[src/rtl/trace_ctrl_if.sv]
// Host config bus plus tracer-side and assembler-side packet streams of trace_ctrl.
// Both streams are strobe-only (no back-pressure): a packet exists on any cycle its strobe is high.
interface trace_ctrl_if;
  logic [15:0] config_addr;
  logic [15:0] config_data;
  logic        config_strobe;
  logic        in_strobe;
  logic [1:0]  in_type;
  logic [22:0] in_payload;
  logic        out_strobe;
  logic [1:0]  out_type;
  logic [22:0] out_payload;

  modport master (
    output config_addr, config_data, config_strobe, in_strobe, in_type, in_payload,
    input  out_strobe, out_type, out_payload
  );
  modport slave (
    input  config_addr, config_data, config_strobe, in_strobe, in_type, in_payload,
    output out_strobe, out_type, out_payload
  );
endinterface

[src/rtl/trace_ctrl.sv]
// Trace sequencer: config registers, trigger FSM and packet gating with marker insertion.
// Optional compare mask registers are built only when TRACE_CTRL_MASK_EN is defined.
module trace_ctrl #(
  parameter logic [15:0] CTRL_RESET = 16'h0003,
  parameter int          LEN_W      = 16
) (
  input  logic             mclk,
  input  logic             reset,
  trace_ctrl_if.slave      bus,
  output logic             trace_enable,
  output logic             trace_reads,
  output logic             turbo,
  output logic [1:0]       trig_state,
  output logic [LEN_W-1:0] capture_count
);

  typedef enum logic [1:0] {IDLE = 2'd0, ARMED = 2'd1, CAPTURE = 2'd2, DONE = 2'd3} state_t;

  state_t           state;
  logic             trig_mode;
  logic [22:0]      trig_addr;
  logic [22:0]      mask;
  logic [LEN_W-1:0] cap_len;
  logic             hold_valid;
  logic [1:0]       hold_type;
  logic [22:0]      hold_payload;

  logic             ctrl_wr, arm, abort, flush;
  logic             addr_match, trigger, take, is_word;
  logic [LEN_W-1:0] count_inc;

  assign trig_state = state;

  always_comb begin
    ctrl_wr    = bus.config_strobe && (bus.config_addr == 16'h0000);
    abort      = ctrl_wr && bus.config_data[4];
    arm        = ctrl_wr && bus.config_data[3] && !bus.config_data[4];
    flush      = arm || abort;
    addr_match = (((bus.in_payload ^ trig_addr) & mask) == 23'd0);
    // A same-cycle ARM/ABORT write outranks whatever the packet would have done.
    trigger    = trig_mode && (state == ARMED) && bus.in_strobe && !flush &&
                 (bus.in_type == 2'b00) && addr_match;
    take       = bus.in_strobe &&
                 (!trig_mode || ((state == CAPTURE) && !flush));
    is_word    = (bus.in_type == 2'b01) || (bus.in_type == 2'b10);
    count_inc  = (&capture_count) ? capture_count : capture_count + 1'b1;
  end

  // Host-visible configuration registers.
  always_ff @(posedge mclk or posedge reset) begin
    if (reset) begin
      trace_enable <= CTRL_RESET[0];
      trace_reads  <= CTRL_RESET[1];
      turbo        <= CTRL_RESET[2];
      trig_mode    <= CTRL_RESET[5];
      trig_addr    <= 23'd0;
      cap_len      <= '0;
    end else if (bus.config_strobe) begin
      case (bus.config_addr)
        16'h0000: begin
          trace_enable <= bus.config_data[0];
          trace_reads  <= bus.config_data[1];
          turbo        <= bus.config_data[2];
          trig_mode    <= bus.config_data[5];
        end
        16'h0001: trig_addr[15:0]  <= bus.config_data;
        16'h0002: trig_addr[22:16] <= bus.config_data[6:0];
        16'h0005: cap_len          <= LEN_W'(bus.config_data);
        default: ;
      endcase
    end
  end

`ifdef TRACE_CTRL_MASK_EN
  always_ff @(posedge mclk or posedge reset) begin
    if (reset) begin
      mask <= 23'h7FFFFF;
    end else if (bus.config_strobe) begin
      if (bus.config_addr == 16'h0003) mask[15:0]  <= bus.config_data;
      if (bus.config_addr == 16'h0004) mask[22:16] <= bus.config_data[6:0];
    end
  end
`else
  assign mask = 23'h7FFFFF;
`endif

  // Trigger FSM, capture counter and the registered output / hold stage.
  always_ff @(posedge mclk or posedge reset) begin
    if (reset) begin
      state         <= IDLE;
      capture_count <= '0;
      hold_valid    <= 1'b0;
      hold_type     <= 2'b00;
      hold_payload  <= 23'd0;
      bus.out_strobe  <= 1'b0;
      bus.out_type    <= 2'b00;
      bus.out_payload <= 23'd0;
    end else begin
      if (abort) begin
        state <= IDLE;
      end else if (arm) begin
        state         <= ARMED;
        capture_count <= '0;
      end else if (!trig_mode) begin
        state <= IDLE;
      end else begin
        case (state)
          ARMED:   if (trigger) state <= CAPTURE;
          CAPTURE: if (take && is_word) begin
            capture_count <= count_inc;
            if ((cap_len != '0) && (count_inc == cap_len)) state <= DONE;
          end
          default: ;
        endcase
      end

      // While hold is occupied the stream runs one extra cycle late; a new input refills it.
      if (hold_valid && !flush) begin
        bus.out_strobe  <= 1'b1;
        bus.out_type    <= hold_type;
        bus.out_payload <= hold_payload;
        hold_valid      <= take;
        if (take) begin
          hold_type    <= bus.in_type;
          hold_payload <= bus.in_payload;
        end
      end else if (trigger) begin
        bus.out_strobe  <= 1'b1;
        bus.out_type    <= 2'b11;
        bus.out_payload <= 23'd0;
        hold_valid      <= 1'b1;
        hold_type       <= 2'b00;
        hold_payload    <= bus.in_payload;
      end else begin
        hold_valid     <= 1'b0;
        bus.out_strobe <= take;
        if (take) begin
          bus.out_type    <= bus.in_type;
          bus.out_payload <= bus.in_payload;
        end
      end
    end
  end

endmodule

[src/flat_wrapper.sv]
// flat-port wrapper written by rule: the top's interface ports become plain ports
module trace_ctrl_flat 
#(
  parameter logic [15:0] CTRL_RESET = 16'h0003,
  parameter int          LEN_W      = 16
)
  (mclk, reset, trace_enable, trace_reads, turbo, trig_state, capture_count, bus_config_addr, bus_config_data, bus_config_strobe, bus_in_strobe, bus_in_type, bus_in_payload, bus_out_strobe, bus_out_type, bus_out_payload);
  trace_ctrl_if bus_i ();
  input  logic mclk;
  input  logic reset;
  output logic trace_enable;
  output logic trace_reads;
  output logic turbo;
  output logic [1:0] trig_state;
  output logic [LEN_W-1:0] capture_count;
  input wire logic [$bits(bus_i.config_addr)-1:0] bus_config_addr;
  input wire logic [$bits(bus_i.config_data)-1:0] bus_config_data;
  input wire logic [$bits(bus_i.config_strobe)-1:0] bus_config_strobe;
  input wire logic [$bits(bus_i.in_strobe)-1:0] bus_in_strobe;
  input wire logic [$bits(bus_i.in_type)-1:0] bus_in_type;
  input wire logic [$bits(bus_i.in_payload)-1:0] bus_in_payload;
  output wire logic [$bits(bus_i.out_strobe)-1:0] bus_out_strobe;
  output wire logic [$bits(bus_i.out_type)-1:0] bus_out_type;
  output wire logic [$bits(bus_i.out_payload)-1:0] bus_out_payload;
  assign bus_i.config_addr = bus_config_addr;
  assign bus_i.config_data = bus_config_data;
  assign bus_i.config_strobe = bus_config_strobe;
  assign bus_i.in_strobe = bus_in_strobe;
  assign bus_i.in_type = bus_in_type;
  assign bus_i.in_payload = bus_in_payload;
  assign bus_out_strobe = bus_i.out_strobe;
  assign bus_out_type = bus_i.out_type;
  assign bus_out_payload = bus_i.out_payload;
  trace_ctrl #(.CTRL_RESET(CTRL_RESET), .LEN_W(LEN_W)) u_core (.mclk(mclk), .reset(reset), .bus(bus_i), .trace_enable(trace_enable), .trace_reads(trace_reads), .turbo(turbo), .trig_state(trig_state), .capture_count(capture_count));
endmodule
[config.mk]
export PLATFORM = sky130hd
export DESIGN_NAME = trace_ctrl_flat
export DESIGN_NICKNAME = d
export VERILOG_FILES = /design/src/rtl/trace_ctrl_if.sv /design/src/rtl/trace_ctrl.sv /design/src/flat_wrapper.sv
export SDC_FILE = /design/constraint.sdc
export NUM_CORES = 1
export LEC_CHECK = 0
export ABC_AREA = 1
export CAP_MARGIN = 30
export CELL_PAD_IN_SITES_DETAIL_PLACEMENT = 0
export CELL_PAD_IN_SITES_GLOBAL_PLACEMENT = 2
export CORE_MARGIN = 2
export CORE_UTILIZATION = 23
export DETAILED_ROUTE_END_ITERATION = 8
export GPL_ROUTABILITY_DRIVEN = 0
export PLACE_DENSITY_LB_ADDON = 0.1
export SLEW_MARGIN = 15
export SYNTH_ARGS = -nofsm -noshare
export SYNTH_HDL_FRONTEND = slang
export SYNTH_SLANG_ARGS = --single-unit
[constraint.sdc]
create_clock -name mclk -period 9.2 [get_ports mclk]
set_input_delay 1.38 -clock mclk [delete_from_list [all_inputs] [get_ports mclk]]
set_output_delay 1.38 -clock mclk [all_outputs]
set_load 0.02 [all_outputs]
Word level (Yosys, flattened, before mapping)
Cells that the tools add are included.
W data, S select, Z words.
{"block": "word_totals", "register_bits": 113, "in_bits": 61, "output_inout_bits": 47}
{"block": "op_classes", "add_sub_neg": 1, "eq_ne": 13, "n_mux": 26, "bitwise": 2, "n_reduce_logical": 37}
{"cell": "$mux W23", "count": 5}
{"cell": "$mux W16", "count": 5}
{"cell": "$logic_not A23 Y1", "count": 1}
{"cell": "$xor A23 B23 Y23", "count": 1}
{"cell": "$mux W2", "count": 11}
{"cell": "$ne A5 B5 Y1 const B", "count": 4}
{"cell": "$add A16 B1 Y16 const B", "count": 1}
{"cell": "$eq A16 B1 Y1 const B", "count": 1}
{"cell": "$eq A16 B16 Y1", "count": 1}
{"cell": "$eq A16 B2 Y1 const B", "count": 1}
{"cell": "$eq A16 B3 Y1 const B", "count": 1}
{"cell": "$logic_not A16 Y1", "count": 1}
{"cell": "$reduce_and A16 Y1", "count": 1}
{"cell": "$reduce_bool A16 Y1", "count": 1}
{"cell": "$logic_and A1 B1 Y1", "count": 14}
{"cell": "$reduce_and A2 Y1", "count": 5}
{"cell": "$reduce_and A4 Y1", "count": 2}
{"cell": "$reduce_bool A2 Y1", "count": 4}
{"cell": "$eq A2 B1 Y1 const B", "count": 2}
{"cell": "$eq A2 B2 Y1 const B", "count": 2}
{"cell": "$mux W1", "count": 4}
{"cell": "$pmux W2 S2", "count": 1}
{"cell": "$logic_not A1 Y1", "count": 3}
{"cell": "$logic_or A1 B1 Y1", "count": 3}
{"cell": "4 further kinds", "count": 4}

Depth between registers and ports, before layout
Gate-level depths: netlist of run 1.
{"block": "logic_depth", "word_depth": 15, "depth_mapped": 18}

Least setup slack after synthesis of run 1
No wires, ideal clock.
{"block": "synth_timing", "path_type": "input port to flip-flop", "startpoint": "input bus_config_addr[1]", "endpoint": "register u_core.capture_count[0]", "setup_time_ps": 132, "arrival_time_ps": 2739, "required_ps": 9068, "path_slack_ps": 6329, "path_stages": 10, "path_buffers": 1, "path_cell_list": "or2_4 -> nor3_2 -> nand3_2 -> nor3_4 -> inv_2 -> o21ai_2 -> nand2_4 -> buf_4 -> nand2_1 -> o31ai_1"}
{"block": "synth_via", "elab_chain_cells": 12, "elab_cells_between_ends": 17}
{"item": "start, declared", "line_no": "flat_wrapper.sv:16", "text": "input wire logic [$bits(bus_i.config_addr)-1:0] bus_config_addr;"}
{"item": "$logic_not A16 Y1 (*)", "line_no": "trace_ctrl.sv:35", "text": "ctrl_wr = bus.config_strobe && (bus.config_addr == 16'h0000);"}
{"item": "$logic_and A1 B1 Y1 (*)", "line_no": "trace_ctrl.sv:35"}
{"item": "$logic_and A1 B1 Y1 (2 in a row)", "line_no": "trace_ctrl.sv:37", "text": "arm = ctrl_wr && bus.config_data[3] && !bus.config_data[4];"}
{"item": "$logic_or A1 B1 Y1", "line_no": "trace_ctrl.sv:38", "text": "flush = arm || abort;"}
{"item": "$logic_not A1 Y1", "line_no": "trace_ctrl.sv:44", "text": "(!trig_mode || ((state == CAPTURE) && !flush));"}
{"item": "$logic_and A1 B1 Y1", "line_no": "trace_ctrl.sv:44"}
{"item": "$logic_or A1 B1 Y1", "line_no": "trace_ctrl.sv:44"}
{"item": "$logic_and A1 B1 Y1", "line_no": "trace_ctrl.sv:43", "text": "take = bus.in_strobe &&"}
{"item": "$logic_and A1 B1 Y1", "line_no": "trace_ctrl.sv:109", "text": "CAPTURE: if (take && is_word) begin"}
{"item": "$reduce_bool A2 Y1 (no line)"}
{"item": "$reduce_and A4 Y1 (no line)"}
{"item": "end signal, assigned", "line_no": "trace_ctrl.sv:110", "text": "capture_count <= count_inc;"}
{"item": "end, declared", "line_no": "trace_ctrl.sv:14", "text": "output logic [LEN_W-1:0] capture_count"}
Mark *: on every way between the ends. The rest lies on a longest branch, timed or not.
A chain may end at the register's enable or synchronous reset.

Worst setup path after layout of run 1
{"block": "layout_timing", "startpoint": "input bus_config_addr[5]", "endpoint": "register u_core.capture_count[9]"}
The elaborated chain is that of the path after synthesis.

==> flow_metrics.env, run 1 <==
export IMPL_postCtsSetupBuffers=0
export IMPL_numCtsBuffers=17
export IMPL_rsz0062_at_grt="false"
export IMPL_cts_resized_gates=0
export IMPL_ioPinCount=108
export IMPL_gr_total_overflow=0
export IMPL_clock_latency_ps=430
export IMPL_tightest_slew_ps=835
export IMPL_diodes=0
export IMPL_grt_pass1_vias=5759
export IMPL_seqPwrFrac=0.372
export IMPL_synth_edf_count=0
export IMPL_startpoint="bus_config_addr[5]"
export IMPL_drt_wl_total_mm=21.0
export IMPL_power_frac_comb=0.111
export IMPL_path_buf_inv=3
export IMPL_intPower_w=0.00104
export IMPL_initial_core_util=0.233
export IMPL_holdBufCountCts=0
export IMPL_crit_path_end_kind="flip-flop"
export IMPL_cts_root_buf="clkbuf_16"
export IMPL_wire_per_inst_um=16.3
export IMPL_rrSetupSlack_ps=6290
export IMPL_finalCriticalPeriod_ps=3700
export IMPL_hold_class="reg2reg"
export IMPL_ys_seq_elements=113
export IMPL_setup_tns_ps=0
export IMPL_arrival_ps=4050
export IMPL_fill_cells=2901
export IMPL_ant_nets=0
export IMPL_gr_usage_all_layers=0.155
export IMPL_nets=997
export IMPL_via_count=5657
export IMPL_design_core_area_mm2=0.0269
export IMPL_clk_pin_slew_ps=60
export IMPL_outcome="finished clean"
export IMPL_slew_headroom=0.438
export IMPL_syn_avg_cell_area_um2=7.57
export IMPL_synthCells=827
export IMPL_switching_share=0.262
export IMPL_drive_above_1_share=0.104
export IMPL_worstHoldStart="u_core.cap_len[6]"
export IMPL_area_growth_pct=33.1
export IMPL_synth_warnings=0
export IMPL_startpoint_type="input port"
export IMPL_synth_area_mm2=0.00626
export IMPL_power_density_mw_per_mm2=169
export IMPL_cts_tree="yes"
export IMPL_async_flop_share=1.00
export IMPL_cp_max_fo=19
export IMPL_critical_path_slowest_cell="nor3_4"
export IMPL_ys_seq_area_frac=0.452
export IMPL_syn_nets=892
export IMPL_cap_viol_max_count=0
export IMPL_rr_endpoint="u_core.trig_state[0]"
export IMPL_drtIter0Drc=352
export IMPL_holdWs_ps=484
export IMPL_dp_hpwl_mm=15.7
export IMPL_fmax_mhz=270
export IMPL_rr_worst_depth=16
export IMPL_firstDrtPassIters=4
export IMPL_dieArea_mm2=0.0286
export IMPL_path_cells="clkdlybuf4s50_1 > nor2_1 > nand2_1 > nor3_2 > nand3_2 > nor3_4 > inv_2 > o21ai_2 > nand2_4 > clkinv_4 > nand3_1 > o21ai_1"
export IMPL_h_tree_depth=4
export IMPL_cp_data_required_time_ps=9540
export IMPL_p_clk_frac=0.517
export IMPL_path_delay_family="simple AND/OR/NAND/NOR gates"
export IMPL_hold_depth=2
export IMPL_grt_pass1_wl_mm=33.7
export IMPL_fp_dieW_um=169
export IMPL_io_buffers=107
export IMPL_slowest_delay_ps=450
export IMPL_rows=60
export IMPL_ir_drop_v=0.0000927
export IMPL_antenna_found_initial=0
export IMPL_die_y_um=169
export IMPL_cts_buffer_depth=2
export IMPL_fin_crit_sh=0.403
export IMPL_yosysUniqueCellTypes=38
export IMPL_clock_sinks=113
export IMPL_hold_end="u_core.cap_len[6]"
export IMPL_via_per_inst=4.40
export IMPL_grt_max_degree=50
export IMPL_reg2reg_from="u_core.capture_count[0]"
export IMPL_finalSetupViolCount=0
export IMPL_ys_flop_type="dfrtp_1"
export IMPL_p_leak_nw=3.80
export IMPL_p_sw_w=0.000368
export IMPL_skew_ps=16.6
export IMPL_setup_worst_path_class="in2reg"
export IMPL_hold_viol=0
export IMPL_drc=0
export IMPL_slew_viol_final=0
registers in the layout (all words and copies together), names as in the netlist:
signal,count
u_core.trig_mode,1
u_core.trig_addr,23
u_core.trace_reads,1
u_core.bus.out_type,2
u_core.turbo,1
u_core.bus.out_strobe,1
u_core.cap_len,16
u_core.hold_type,2
u_core.bus.out_payload,23
u_core.trace_enable,1
u_core.trig_state,2
u_core.capture_count,16
u_core.hold_payload,23
u_core.hold_valid,1
worst min-delay path, delay by kind of cell (launching register included):
kind               cells  cell delay [ps]
and+or+nand+nor        1               50
AOI/OAI and AO/OA      1               60
DFF                    1              340
routing by layer:
layer  share of wire  GRT usage  up-vias
li1                -          -     2907
met1            0.51      0.223     2628
met2            0.45      0.240      107
met3           0.034     0.0285       15
met4           0.011     0.0409        0
met5               0          0        -
worst max path at each step:
stage,endpoint,cells past startpoint
after CTS,u_core.bus.out_payload[21],13
after global routing,u_core.hold_payload[3],14
final,u_core.capture_count[9],12
after floorplan,u_core.bus.out_payload[0],1
after detailed placement,u_core.bus.out_payload[5],13
after global placement,u_core.bus.out_payload[16],13
per-stage QoR:
stage	area, um2	util	std cells	total power, W	setup slack, ps
5_1_grt	8330	0.310	1286	0.00147	5180
6_report	8330	0.310	1286	0.00141	5500
2_1_floorplan	6260	-	827	0.000605	4840
3_3_place_gp	7620	0.284	1250	0.000691	4770
4_1_cts	8310	0.309	1285	0.00143	5150
3_5_place_dp	7680	0.286	1253	0.000691	4710
power groups by stage:
stage	clock (W)	combinational, W	sequential [W]
4_1_cts	0.000746	0.000159	0.000524
3_3_place_gp	0	0.000157	0.000533
3_5_place_dp	0	0.000159	0.000533
6_report	0.000727	0.000157	0.000524
5_1_grt	0.000772	0.000174	0.000526
2_1_floorplan	0	0.0000584	0.000547
synthesized netlist by cell type, drive strengths merged, types with 5 or more instances:
library cell,n,area share
nand2,216,0.13
dfrtp,111,0.44
inv,110,0.066
nor2,92,0.062
o21ai,81,0.071
nand3,56,0.048
a21oi,28,0.024
nand4,26,0.027
a31oi,24,0.024
buf,21,0.023
or2,14,0.014
xnor2,9,0.013
clkbuf,8,0.0048
nor4,7,0.0070
nor3,5,0.0074
layout by cell type, fill, tap and decap left out, drive strengths merged:
cell           Yosys  layout
nand2            216     216
inv              110     113
dfrtp            111     111
clkdlybuf4s50      0     107
nor2              92      92
o21ai             81      81
nand3             56      56
a21oi             28      28
nand4             26      26
a31oi             24      24
clkbuf             8      18
or2               14      14
xnor2              9       9
buf               21       8
nor4               7       7
clkinv             1       6
nor3               5       5
o31ai              4       4
xor2               4       4
ha                 4       4
bufinv             0       4
o22ai              2       2
clkinvlp           0       2
dfstp              2       2
a21boi             1       1
and2               1       1
area by class of cell:
| cell class | count | area, um2 | share of cell area |
|---|---|---|---|
| multi-input combinational | 574 | 2840 | 0.341 |
| sequential | 113 | 2830 | 0.340 |
| timing repair buffer | 115 | 1180 | 0.141 |
| clock buffer | 18 | 429 | 0.0515 |
| tap | 341 | 427 | 0.0512 |
| inverter | 111 | 424 | 0.0509 |
| clock inverter | 14 | 205 | 0.0246 |
cells by family after synthesis:
family	synth area share
AND/OR/NAND/NOR	0.301
AO/OA/AOI/OAI	0.126
buffers and inverters	0.0947
flip-flops	0.452
XOR/XNOR	0.0182
adder cells (fa/ha/maj)	0.00799
(Power assumes the default switching activity.)
==> run 2: changes to the inputs <==
==> constraint.sdc (replaced) <==
create_clock -name mclk -period 3 [get_ports mclk]
set_input_delay 0.45 -clock mclk [delete_from_list [all_inputs] [get_ports mclk]]
set_output_delay 0.45 -clock mclk [all_outputs]
set_load 0.02 [all_outputs]
==> run 2 against run 1 <==
Core utilization about the same. Critical path depth up 1. Clock power rose to 2.7 times the previous value. Final area about the same. Sequential power rose to 3.1 times the previous value. Non-clock buffer count up 10. Clock-buffer cell count down 1. Clock skew down 1.9 ps. Global-route usage down 0.070 points. Power rose to 2.9 times the previous value. Routed wire length down 0.81%. Critical endpoint unchanged.
==> flow_metrics.env, run 2 (same netlist as run 1, synthesis figures left out) <==
export IMPL_biggestRegsByFlops="u_core.bus.out_payload x23, u_core.hold_payload x23, u_core.trig_addr x23"
export IMPL_via_per_inst=4.39
export IMPL_finalCriticalPeriod_ps=2500
export IMPL_startpoint_type="input port"
export IMPL_ant_nets=0
export IMPL_layout_commonest_cell="nand2_1"
export IMPL_dieArea_mm2=0.0286
export IMPL_clk_pin_slew_ps=60
export IMPL_die_y_um=169
export IMPL_cts_resized_gates=0
export IMPL_clock_sinks=113
export IMPL_slew_viol_final=0
export IMPL_rr_endpoint="u_core.trig_state[1]"
export IMPL_crit_end="u_core.capture_count[9]"
export IMPL_ioPinCount=108
export IMPL_final_core_util=0.310
export IMPL_grt_max_degree=114
export IMPL_cts_tree="yes"
export IMPL_cap_viol_max_count=0
export IMPL_hold_class="reg2reg"
export IMPL_hold_viol=0
export IMPL_area_growth_pct=33.2
export IMPL_nets=1007
export IMPL_ir_drop_v=0.000256
export IMPL_fill_cells=2903
export IMPL_cts_buffer_depth=2
export IMPL_rows=60
export IMPL_rsz0062_at_grt="false"
export IMPL_cts_root_buf="clkbuf_16"
export IMPL_via_count=5687
export IMPL_power_density_mw_per_mm2=483
export IMPL_clock_latency_ps=430
export IMPL_setup_tns_ps=0
export IMPL_postCtsSetupBuffers=0
export IMPL_outcome="finished clean"
export IMPL_arrival_ps=2810
export IMPL_tightest_slew_ps=700
export IMPL_rr_worst_depth=16
export IMPL_io_buffers=107
export IMPL_drtIter0Drc=382
export IMPL_initial_core_util=0.233
export IMPL_firstDrtPassIters=5
export IMPL_finalSetupViolCount=0
export IMPL_design_core_area_mm2=0.0269
export IMPL_fp_dieW_um=169
export IMPL_drive_above_1_share=0.114
export IMPL_drc=0
export IMPL_h_tree_depth=4
export IMPL_wire_per_inst_um=16.1
export IMPL_cp_data_required_time_ps=3300
export IMPL_diodes=0
export IMPL_rrSetupSlack_ps=610
export IMPL_slew_headroom=0.533
export IMPL_grt_pass1_vias=5744
export IMPL_drt_wl_total_mm=20.8
export IMPL_reg2reg_from="u_core.capture_count[1]"
export IMPL_fin_crit_sh=0.834
export IMPL_gr_total_overflow=0
export IMPL_crit_path_end_kind="flip-flop"
export IMPL_numCtsBuffers=17
export IMPL_cp_max_fo=19
export IMPL_antenna_found_initial=0
export IMPL_layout_common_cells="nand2_1 (208), dfrtp_1 (111), inv_1 (107), clkdlybuf4s50_1 (107), nor2_1 (82)"
export IMPL_setup_worst_path_class="in2reg"
export IMPL_fmax_mhz=400
export IMPL_startpoint="bus_config_addr[5]"
export IMPL_dp_hpwl_mm=15.5
export IMPL_grt_pass1_wl_mm=33.7
export IMPL_skew_ps=14.8
export IMPL_gr_usage_all_layers=0.155
export IMPL_holdBufCountCts=0
export IMPL_p_leak_nw=3.82
run 2: worst max-delay path: stages:
cell             delay [ps]
clkdlybuf4s50_1         400
nor2_1                  160
nand2_1                 200
nor2_4                  140
nand4_1                 200
nand3_1                 160
nand2_1                 100
nand2_1                 210
o21ai_2                 100
nand2_4                 250
clkinv_4                200
nand3_1                 140
o21ai_1                  70
run 2: how the worst min path moves through the flow:
| stage | start | endpoint | depth (start not counted) |
|---|---|---|---|
| floorplan | u_core.cap_len[3] | u_core.cap_len[3] | 2 |
| global placement | u_core.cap_len[6] | u_core.cap_len[6] | 2 |
| detailed placement | u_core.cap_len[3] | u_core.cap_len[3] | 2 |
| CTS | u_core.cap_len[3] | u_core.cap_len[3] | 2 |
| global route | u_core.cap_len[3] | u_core.cap_len[3] | 2 |
| finish | u_core.trig_addr[7] | u_core.trig_addr[7] | 2 |
run 2: per-layer routing:
metal  GRT usage  routed length, um  part of all wire  vias to the layer above
met5           0                  0                 0                        -
met4      0.0416                225             0.011                        0
met3      0.0304                739             0.035                       14
met2       0.234               9250              0.44                      106
met1       0.224              10600              0.51                     2644
li1            -                  -                 -                     2923
run 2: power breakdown:
group	switching (W)	total, W	internal, W
sequential	0.0000347	0.00160	0.00157
clock	0.000860	0.00194	0.00108
combinational	0.000268	0.000487	0.000219
total	0.00116	0.00403	0.00287
run 2: area by class of cell:
cell class	count	area, um2	share of cell area
Multi-Input combinational cell	574	2840	0.340
Sequential cell	113	2830	0.339
Timing Repair Buffer	125	1270	0.152
Tap cell	341	427	0.0512
Clock buffer	17	425	0.0510
Inverter	111	425	0.0510
Clock inverter	15	125	0.0150
run 2: per-stage QoR:
step	worst slack (ps)	area (um2)	power, W	hold WS [ps]	std cells
finish	497	8340	0.00403	488	1296
global route	275	8340	0.00423	504	1296
CTS	496	8340	0.00411	491	1296
detailed placement	46.4	7790	0.00213	477	1264
global placement	76.3	7790	0.00213	469	1264
floorplan	915	6270	0.00186	453	827
